[src/rtl/mem_1r1w_stream_reader_if.sv]
// ---------------------------------------------------------------------------
// mem_1r1w_stream_reader_if
//
// Bundles the signals of the burst read sequencer: the command handshake,
// the memory read port (R0_*) and the output stream.
//
//   master : the reader side (consumes commands and read data, drives the
//            memory read port and the output stream)
//   slave  : the environment side (command source, memory, consumer)
//
// Signals:
//   cmd_valid / cmd_ready / cmd_addr / cmd_len : burst command handshake
//   R0_addr / R0_en / R0_data                  : memory read port
//   out_valid / out_ready / out_data / out_last: output word stream
//   busy                                       : sequencer is not idle
// ---------------------------------------------------------------------------
interface mem_1r1w_stream_reader_if #(
    parameter int ADDR_WIDTH = 5,
    parameter int WIDTH      = 64,
    parameter int LEN_WIDTH  = 6
);
    logic                  cmd_valid;
    logic                  cmd_ready;
    logic [ADDR_WIDTH-1:0] cmd_addr;
    logic [LEN_WIDTH-1:0]  cmd_len;

    logic [ADDR_WIDTH-1:0] R0_addr;
    logic                  R0_en;
    logic [WIDTH-1:0]      R0_data;

    logic                  out_valid;
    logic                  out_ready;
    logic [WIDTH-1:0]      out_data;
    logic                  out_last;

    logic                  busy;

    modport master (
        input  cmd_valid, cmd_addr, cmd_len, R0_data, out_ready,
        output cmd_ready, R0_addr, R0_en, out_valid, out_data, out_last, busy
    );

    modport slave (
        output cmd_valid, cmd_addr, cmd_len, R0_data, out_ready,
        input  cmd_ready, R0_addr, R0_en, out_valid, out_data, out_last, busy
    );
endinterface

[src/rtl/mem_1r1w_stream_reader.sv]
// ---------------------------------------------------------------------------
// mem_1r1w_stream_reader
//
// Read-side sequencer for a simple-dual-port memory with a fixed 1-cycle
// read latency. A burst command (start address, beat count) is turned into
// a run of memory reads; the returned words are buffered in a 2-entry FIFO
// and presented as a valid/ready stream with a last flag. Reads are only
// issued when the word is guaranteed a FIFO slot, so backpressure never
// drops or duplicates a word. Addresses wrap silently modulo DEPTH.
//
// Ports:
//   clock    : single clock (also the memory read clock at the parent)
//   reset_n  : asynchronous active-low reset
//   bus      : mem_1r1w_stream_reader_if.master (command, R0 port, stream)
//   perf_stall (only with `MEM_READER_PERF_EN): saturating 32-bit count of
//              cycles with out_valid=1 and out_ready=0
//
// Optional feature macro: MEM_READER_PERF_EN
// ---------------------------------------------------------------------------
module mem_1r1w_stream_reader #(
    parameter int DEPTH      = 32,
    parameter int ADDR_WIDTH = 5,
    parameter int WIDTH      = 64,
    parameter int LEN_WIDTH  = 6
) (
    input  logic                        clock,
    input  logic                        reset_n,
    mem_1r1w_stream_reader_if.master    bus
`ifdef MEM_READER_PERF_EN
    ,
    output logic [31:0]                 perf_stall
`endif
);

    typedef enum logic [1:0] {
        S_IDLE  = 2'd0,
        S_ISSUE = 2'd1,
        S_DRAIN = 2'd2
    } state_t;

    state_t                state, state_nxt;

    logic [ADDR_WIDTH-1:0] addr_q;
    logic [ADDR_WIDTH-1:0] r0_addr_hold;
    logic [LEN_WIDTH-1:0]  remaining_q;

    // Read issued in the previous cycle; its data is on R0_data now.
    logic                  rd_vld_p1;
    logic                  rd_last_p1;

    logic [WIDTH-1:0]      fifo_data [2];
    logic                  fifo_last [2];
    logic                  wr_ptr;
    logic                  rd_ptr;
    logic [1:0]            count;

    logic                  cmd_fire;
    logic                  pop;
    logic                  push;
    logic                  r0_en;
    logic [1:0]            occ_next;
    logic [2:0]            pending;

    function automatic logic [ADDR_WIDTH-1:0] next_addr(input logic [ADDR_WIDTH-1:0] a);
        return (a == ADDR_WIDTH'(DEPTH - 1)) ? '0 : a + ADDR_WIDTH'(1);
    endfunction

    // Issue decision: a new read is allowed only if the words already
    // buffered (after this cycle's pop) plus the one in flight leave room.
    // out_ready reaches R0_en combinationally so a draining consumer keeps
    // the pipe full at one beat per cycle.
    always_comb begin
        cmd_fire = (state == S_IDLE) && bus.cmd_valid;
        pop      = (count != 2'd0) && bus.out_ready;
        push     = rd_vld_p1;
        occ_next = count - {1'b0, pop};
        pending  = {1'b0, occ_next} + {2'b00, rd_vld_p1};
        r0_en    = (state == S_ISSUE) && (remaining_q != '0) && (pending < 3'd2);
    end

    always_ff @(posedge clock or negedge reset_n) begin
        if (!reset_n) begin
            state <= S_IDLE;
        end else begin
            state <= state_nxt;
        end
    end

    always_comb begin
        state_nxt = state;
        case (state)
            S_IDLE: begin
                // A zero-length command is accepted but leaves us idle.
                if (cmd_fire && (bus.cmd_len != '0)) begin
                    state_nxt = S_ISSUE;
                end
            end
            S_ISSUE: begin
                if (remaining_q == '0) begin
                    state_nxt = S_DRAIN;
                end
            end
            S_DRAIN: begin
                if ((occ_next == 2'd0) && !rd_vld_p1) begin
                    state_nxt = S_IDLE;
                end
            end
            default: state_nxt = S_IDLE;
        endcase
    end

    // ---- stage p0: command latch and read issue ----
    always_ff @(posedge clock or negedge reset_n) begin
        if (!reset_n) begin
            addr_q       <= '0;
            remaining_q  <= '0;
            r0_addr_hold <= '0;
        end else if (cmd_fire) begin
            addr_q      <= bus.cmd_addr;
            remaining_q <= bus.cmd_len;
        end else if (r0_en) begin
            addr_q       <= next_addr(addr_q);
            remaining_q  <= remaining_q - LEN_WIDTH'(1);
            r0_addr_hold <= addr_q;
        end
    end

    // ---- stage p1: memory read latency, capture into the FIFO ----
    always_ff @(posedge clock or negedge reset_n) begin
        if (!reset_n) begin
            rd_vld_p1  <= 1'b0;
            rd_last_p1 <= 1'b0;
        end else begin
            rd_vld_p1 <= r0_en;
            if (r0_en) begin
                rd_last_p1 <= (remaining_q == LEN_WIDTH'(1));
            end
        end
    end

    always_ff @(posedge clock or negedge reset_n) begin
        if (!reset_n) begin
            fifo_data[0] <= '0;
            fifo_data[1] <= '0;
            fifo_last[0] <= 1'b0;
            fifo_last[1] <= 1'b0;
            wr_ptr       <= 1'b0;
            rd_ptr       <= 1'b0;
            count        <= 2'd0;
        end else begin
            if (push) begin
                fifo_data[wr_ptr] <= bus.R0_data;
                fifo_last[wr_ptr] <= rd_last_p1;
                wr_ptr            <= ~wr_ptr;
            end
            if (pop) begin
                rd_ptr <= ~rd_ptr;
            end
            count <= count + {1'b0, push} - {1'b0, pop};
        end
    end

    // ---- stage p2: stream output from the FIFO head ----
    always_comb begin
        bus.cmd_ready = (state == S_IDLE);
        bus.R0_en     = r0_en;
        // Address shows the live issue address, otherwise the last one used.
        bus.R0_addr   = r0_en ? addr_q : r0_addr_hold;
        bus.out_valid = (count != 2'd0);
        bus.out_data  = fifo_data[rd_ptr];
        bus.out_last  = fifo_last[rd_ptr];
        bus.busy      = (state != S_IDLE);
    end

`ifdef MEM_READER_PERF_EN
    always_ff @(posedge clock or negedge reset_n) begin
        if (!reset_n) begin
            perf_stall <= '0;
        end else if ((count != 2'd0) && !bus.out_ready && (perf_stall != 32'hFFFF_FFFF)) begin
            perf_stall <= perf_stall + 32'd1;
        end
    end
`endif

endmodule

[src/flat_wrapper.sv]
// flat-port wrapper written by rule: the top's interface ports become plain ports
module mem_1r1w_stream_reader_flat 
#(
    parameter int DEPTH      = 32,
    parameter int ADDR_WIDTH = 5,
    parameter int WIDTH      = 64,
    parameter int LEN_WIDTH  = 6
)
  (clock, reset_n, bus_cmd_valid, bus_cmd_addr, bus_cmd_len, bus_R0_data, bus_out_ready, bus_cmd_ready, bus_R0_addr, bus_R0_en, bus_out_valid, bus_out_data, bus_out_last, bus_busy);
  mem_1r1w_stream_reader_if #(.ADDR_WIDTH(ADDR_WIDTH), .WIDTH(WIDTH), .LEN_WIDTH(LEN_WIDTH)) bus_i ();
  input  logic clock;
  input  logic reset_n;
  input wire logic [$bits(bus_i.cmd_valid)-1:0] bus_cmd_valid;
  input wire logic [$bits(bus_i.cmd_addr)-1:0] bus_cmd_addr;
  input wire logic [$bits(bus_i.cmd_len)-1:0] bus_cmd_len;
  input wire logic [$bits(bus_i.R0_data)-1:0] bus_R0_data;
  input wire logic [$bits(bus_i.out_ready)-1:0] bus_out_ready;
  output wire logic [$bits(bus_i.cmd_ready)-1:0] bus_cmd_ready;
  output wire logic [$bits(bus_i.R0_addr)-1:0] bus_R0_addr;
  output wire logic [$bits(bus_i.R0_en)-1:0] bus_R0_en;
  output wire logic [$bits(bus_i.out_valid)-1:0] bus_out_valid;
  output wire logic [$bits(bus_i.out_data)-1:0] bus_out_data;
  output wire logic [$bits(bus_i.out_last)-1:0] bus_out_last;
  output wire logic [$bits(bus_i.busy)-1:0] bus_busy;
  assign bus_i.cmd_valid = bus_cmd_valid;
  assign bus_i.cmd_addr = bus_cmd_addr;
  assign bus_i.cmd_len = bus_cmd_len;
  assign bus_i.R0_data = bus_R0_data;
  assign bus_i.out_ready = bus_out_ready;
  assign bus_cmd_ready = bus_i.cmd_ready;
  assign bus_R0_addr = bus_i.R0_addr;
  assign bus_R0_en = bus_i.R0_en;
  assign bus_out_valid = bus_i.out_valid;
  assign bus_out_data = bus_i.out_data;
  assign bus_out_last = bus_i.out_last;
  assign bus_busy = bus_i.busy;
  mem_1r1w_stream_reader #(.DEPTH(DEPTH), .ADDR_WIDTH(ADDR_WIDTH), .WIDTH(WIDTH), .LEN_WIDTH(LEN_WIDTH)) u_core (.clock(clock), .reset_n(reset_n), .bus(bus_i));
endmodule
[config.mk]
export PLATFORM = sky130hd
export DESIGN_NAME = mem_1r1w_stream_reader_flat
export DESIGN_NICKNAME = d
export VERILOG_FILES = /design/src/rtl/mem_1r1w_stream_reader_if.sv /design/src/rtl/mem_1r1w_stream_reader.sv /design/src/flat_wrapper.sv
export SDC_FILE = /design/constraint.sdc
export NUM_CORES = 1
export LEC_CHECK = 0
export ABC_AREA = 1
export BUFFER_PORTS_ARGS = -buffer_cell sky130_fd_sc_hd__buf_2
export CORE_UTILIZATION = 30
export DETAILED_ROUTE_END_ITERATION = 10
export GPL_TIMING_DRIVEN = 0
export SYNTH_ARGS = -nofsm -noshare
export SYNTH_HDL_FRONTEND = slang
export SYNTH_SLANG_ARGS = --single-unit
[constraint.sdc]
create_clock -name clock -period 3.9 [get_ports clock]
set_input_delay 0.78 -clock clock [delete_from_list [all_inputs] [get_ports clock]]
set_output_delay 0.78 -clock clock [all_outputs]
set_load 0.005 [all_outputs]
==> impl_summary.log <==
INFO  metric drive_above_1_share = between 20 and 25%
INFO  metric synth_seq_cells = 154
INFO  metric core_region_area = 22850 um^2
INFO  metric drt_pass1_iterations = 5
INFO  metric grt.total_usage = between 10% and 20%
INFO  metric min_path_type = in -> async
INFO  metric timing.final.setup_violations = 0
INFO  metric post_cts_hold_buffer_count = 0
INFO  metric clock-root-buffer = sky130_fd_sc_hd__clkbuf_16
INFO  metric route.vias.total = around 6000
INFO  metric grt_setup_unrepaired = no
INFO  metric area_delta_synth_final = 25.35%
INFO  metric finalCriticalPeriod = ~3200 ps
INFO  metric floorplan.die.width = roughly 160 um
INFO  metric ys_warn_count = 0
INFO  metric fmax = about 320 MHz
INFO  metric avgSynthCellArea = between 8 and 9 um^2
INFO  metric crit_type = reg -> out
INFO  metric grt_antenna_before_repair = 2
INFO  metric initial_utilization = roughly 31%
INFO  metric clock_power_share = a little over a fifth
INFO  metric synth_top_cells_by_area = sky130_fd_sc_hd__dfrtp_1 54%, sky130_fd_sc_hd__nand2_1 21%, sky130_fd_sc_hd__o21ai_0 5.1%
INFO  metric rows = 55
INFO  metric startpoint_type_of_the_worst_setup_path = register
INFO  metric floorplan.io_pins = around 150
INFO  metric wl_per_cell = around 14 um
INFO  metric post-synth-top-area-cell = sky130_fd_sc_hd__dfrtp_1
INFO  metric design.final.nets = between 1000 and 1500
INFO  metric grt_first_pass_wirelength = ~30 mm
INFO  metric antenna_cells = 0
INFO  metric p_sw = 3.199 mW
INFO  metric data_arrival_time_of_the_critical_path = 2380 ps
INFO  metric synth_cells = between 800 and 900
INFO  metric hpwl = between 10 and 15 mm
INFO  metric tritoncts = built
INFO  metric cts.repair_timing.setup_buffer_count = 0
INFO  metric worst_slew_pin_slew = 564.4 ps
INFO  metric maximum_number_of_pins_on_one_net_before_global_route_repair = 88
INFO  metric pwr_density_cell = approximately 900 nW/um^2
INFO  metric gp_routability_congestion = roughly 0.82
INFO  metric die-area = roughly 24000 um^2
INFO  metric cts_sinks = ~150
INFO  metric synthDistinctLibCells = 24
INFO  metric detail_route.vias_per_cell = about 4.3
INFO  metric timing.max_slew.rel_slack = between 60% and 70%
INFO  metric final_min_period_over_clock_period = between 80% and 90%
INFO  metric ctsHtreeMaxLevel = 4
INFO  metric pwr-share-seq = between 30% and 40%
INFO  metric combinational_cell_fraction_of_total_power = approximately 43%
INFO  metric placed_cells = roughly 1300
INFO  metric maxSlewViolCount = 0
INFO  metric antenna_violating_nets_post_route = 0
INFO  metric p_int = around 4.7 mW
INFO  metric max-clock-path-buffers = 2
INFO  metric power.ir.vdd_worst = about 0.35 mV
INFO  metric io_buffers = between 150 and 200
INFO  metric synth_sequential_area_ratio = a little over half
INFO  metric final-instance-count-excl-fill = roughly 1400
INFO  metric post-synth-top-area-fraction = 54.49%
INFO  metric chipHeight = roughly 160 um
INFO  metric globalRoute.totalOverflow = 0
INFO  metric worstPathRequired = 3120 ps
INFO  metric netSwitchingFraction = ~40%
INFO  metric cts-resized-gates = 0
INFO  metric worst-path-max-fanout = 10
INFO  metric net_count_after_synthesis = 960
INFO  metric hold_viol_final = 0
INFO  metric grt_pass1_vias = 5873
INFO  metric hold-worst-slack = just over 300 ps
INFO  metric total_leakage_power = roughly 5 nW
INFO  metric final_core_util = between 30% and 40%
INFO  metric mappedNetlistArea = 7072 um^2
INFO  metric worstSkewPairLatency = roughly 430 ps
INFO  metric cts_made_buffers = 17
INFO  metric timing.critical_path.to_type = output port
INFO  metric number_of_maximum_capacitance_constraint_violations = 0
INFO  metric drcViolationCount = 0
INFO  metric run_status = finished, final reports clean
INFO  metric drt_first_iter_violations = between 300 and 400
INFO  metric total_power = 7.905 mW
INFO  metric worst_clock_skew = approximately 11 ps
INFO  metric clk_transition_reported_paths = roughly 60 ps
INFO  metric finalWirelength = 18.55 mm
[placed cells by master (no fill, tap or decap)]
cell type                    instances
sky130_fd_sc_hd__o21ai_2            26
sky130_fd_sc_hd__clkinv_2            1
sky130_fd_sc_hd__nor2_1              9
sky130_fd_sc_hd__nor2_2              3
sky130_fd_sc_hd__inv_1              80
sky130_fd_sc_hd__nand4_1             2
sky130_fd_sc_hd__o21ai_0            72
sky130_fd_sc_hd__nand2_2             1
sky130_fd_sc_hd__buf_2             160
sky130_fd_sc_hd__ha_1                6
sky130_fd_sc_hd__clkinvlp_4          2
sky130_fd_sc_hd__buf_6              10
sky130_fd_sc_hd__nand3b_1            1
sky130_fd_sc_hd__nand3_1            21
sky130_fd_sc_hd__or2_1               1
sky130_fd_sc_hd__bufinv_16           2
sky130_fd_sc_hd__xnor2_1             3
sky130_fd_sc_hd__buf_16              1
sky130_fd_sc_hd__inv_8               4
sky130_fd_sc_hd__o21ai_1            42
sky130_fd_sc_hd__xor2_1              2
sky130_fd_sc_hd__buf_8               3
sky130_fd_sc_hd__inv_2               2
sky130_fd_sc_hd__clkinv_4            2
sky130_fd_sc_hd__dfrtp_1           154
sky130_fd_sc_hd__o31ai_1             1
sky130_fd_sc_hd__clkbuf_1           19
sky130_fd_sc_hd__nand2_1           401
sky130_fd_sc_hd__clkbuf_16          17
sky130_fd_sc_hd__nor3_1              1
sky130_fd_sc_hd__inv_6               4
sky130_fd_sc_hd__buf_1               7
[cells in the mapped netlist (all sizes together)]
| library cell | count |
|---|---|
| nand2 | 402 |
| dfrtp | 154 |
| o21ai | 140 |
| inv | 82 |
| buf | 28 |
| nand3 | 21 |
| clkbuf | 19 |
| nor2 | 12 |
| ha | 6 |
| xnor2 | 3 |
| nand4 | 2 |
| xor2 | 2 |
| nand3b | 1 |
| nor3 | 1 |
| o31ai | 1 |
| or2 | 1 |
[final cells by class]
cell class | count | area [um^2]
Inverter | 82 | 307.8
Clock inverter | 15 | 177.7
Buffer | 47 | 285.3
Timing Repair Buffer | 153 | 798.3
Tap cell | 313 | 391.6
Multi-Input combinational cell | 592 | 2625
Sequential cell | 154 | 3854
Clock buffer | 17 | 425.4
Fill cell | 2437 | 13980
[worst paths after layout]
kind	startpoint	to	slack [ps]	depth (start not counted)
min reg2reg	u_core.r0_addr_hold[2]	u_core.r0_addr_hold[2]	470	2
max	u_core.count[1]	bus_R0_addr[3]	740	12
min	reset_n	u_core.r0_addr_hold[4]	310	1
min in group clock	u_core.r0_addr_hold[2]	u_core.r0_addr_hold[2]	470	2
max in group asynchronous	reset_n	u_core.fifo_data[3]	2790	2
max reg2reg	u_core.count[1]	u_core.remaining_q[1]	2040	11
[worst max-delay path: stages, from the launching register on]
cell and delay, ps:
sky130_fd_sc_hd__dfrtp_1 380, sky130_fd_sc_hd__inv_1 70, sky130_fd_sc_hd__nand2_1 80, sky130_fd_sc_hd__nand2_1 140, sky130_fd_sc_hd__inv_1 60, sky130_fd_sc_hd__ha_1 320
sky130_fd_sc_hd__nor2_1 150, sky130_fd_sc_hd__nor2_1 60, sky130_fd_sc_hd__nand3_1 90, sky130_fd_sc_hd__buf_2 240, sky130_fd_sc_hd__nand2_1 90, sky130_fd_sc_hd__o21ai_0 120
sky130_fd_sc_hd__buf_2 160
[cell families after synthesis]
family,after synthesis,share of synthesized area (%)
AO/OA/AOI/OAI,141,11.39
XOR/XNOR,5,0.6194
adder cells (fa/ha/maj),6,1.062
buffers and inverters,129,8.387
flip-flops,154,54.49
AND/OR/NAND/NOR,440,24.04
[state kept, by name (all words and copies together), names as in the netlist]
signal	flops
u_core.fifo_data	128
u_core.remaining_q	6
u_core.addr_q	5
u_core.r0_addr_hold	5
u_core.count	2
u_core.fifo_last	2
u_core.state	2
u_core.push	1
u_core.rd_last_p1	1
u_core.rd_ptr	1
u_core.wr_ptr	1
[routing by layer]
layer / global-route usage, % / vias up / wire length (um) / share of wire (%)
met3: 4.083 / 18 / 922 / 5.0
met2: 27.23 / 128 / 8924 / 48
li1: - / 3056 / - / -
met5: 0 / - / 22 / 0.12
met4: 4.482 / 4 / 190 / 1.0
met1: 20.31 / 2758 / 8494 / 46
[power groups by stage]
stage	logic [mW]	clock network (mW)	registers (mW)
after floorplan	2.21	0	2.73
after global placement	3.41	0	2.80
after detailed placement	3.48	0	2.83
after CTS	3.49	1.75	2.81
after global routing	3.92	1.82	2.90
final	3.39	1.70	2.81
[per-stage QoR]
step | instance area (um^2) | setup TNS (ps) | setup slack, ps
2_1_floorplan | 7072 | 0 | 1322
3_3_place_gp | 8224 | -66580 | -440.8
3_5_place_dp | 8262 | 0 | 793.9
4_1_cts | 8865 | 0 | 681.6
5_1_grt | 8865 | 0 | 499.9
6_report | 8865 | 0 | 735.5
(Power assumes the default switching activity.)
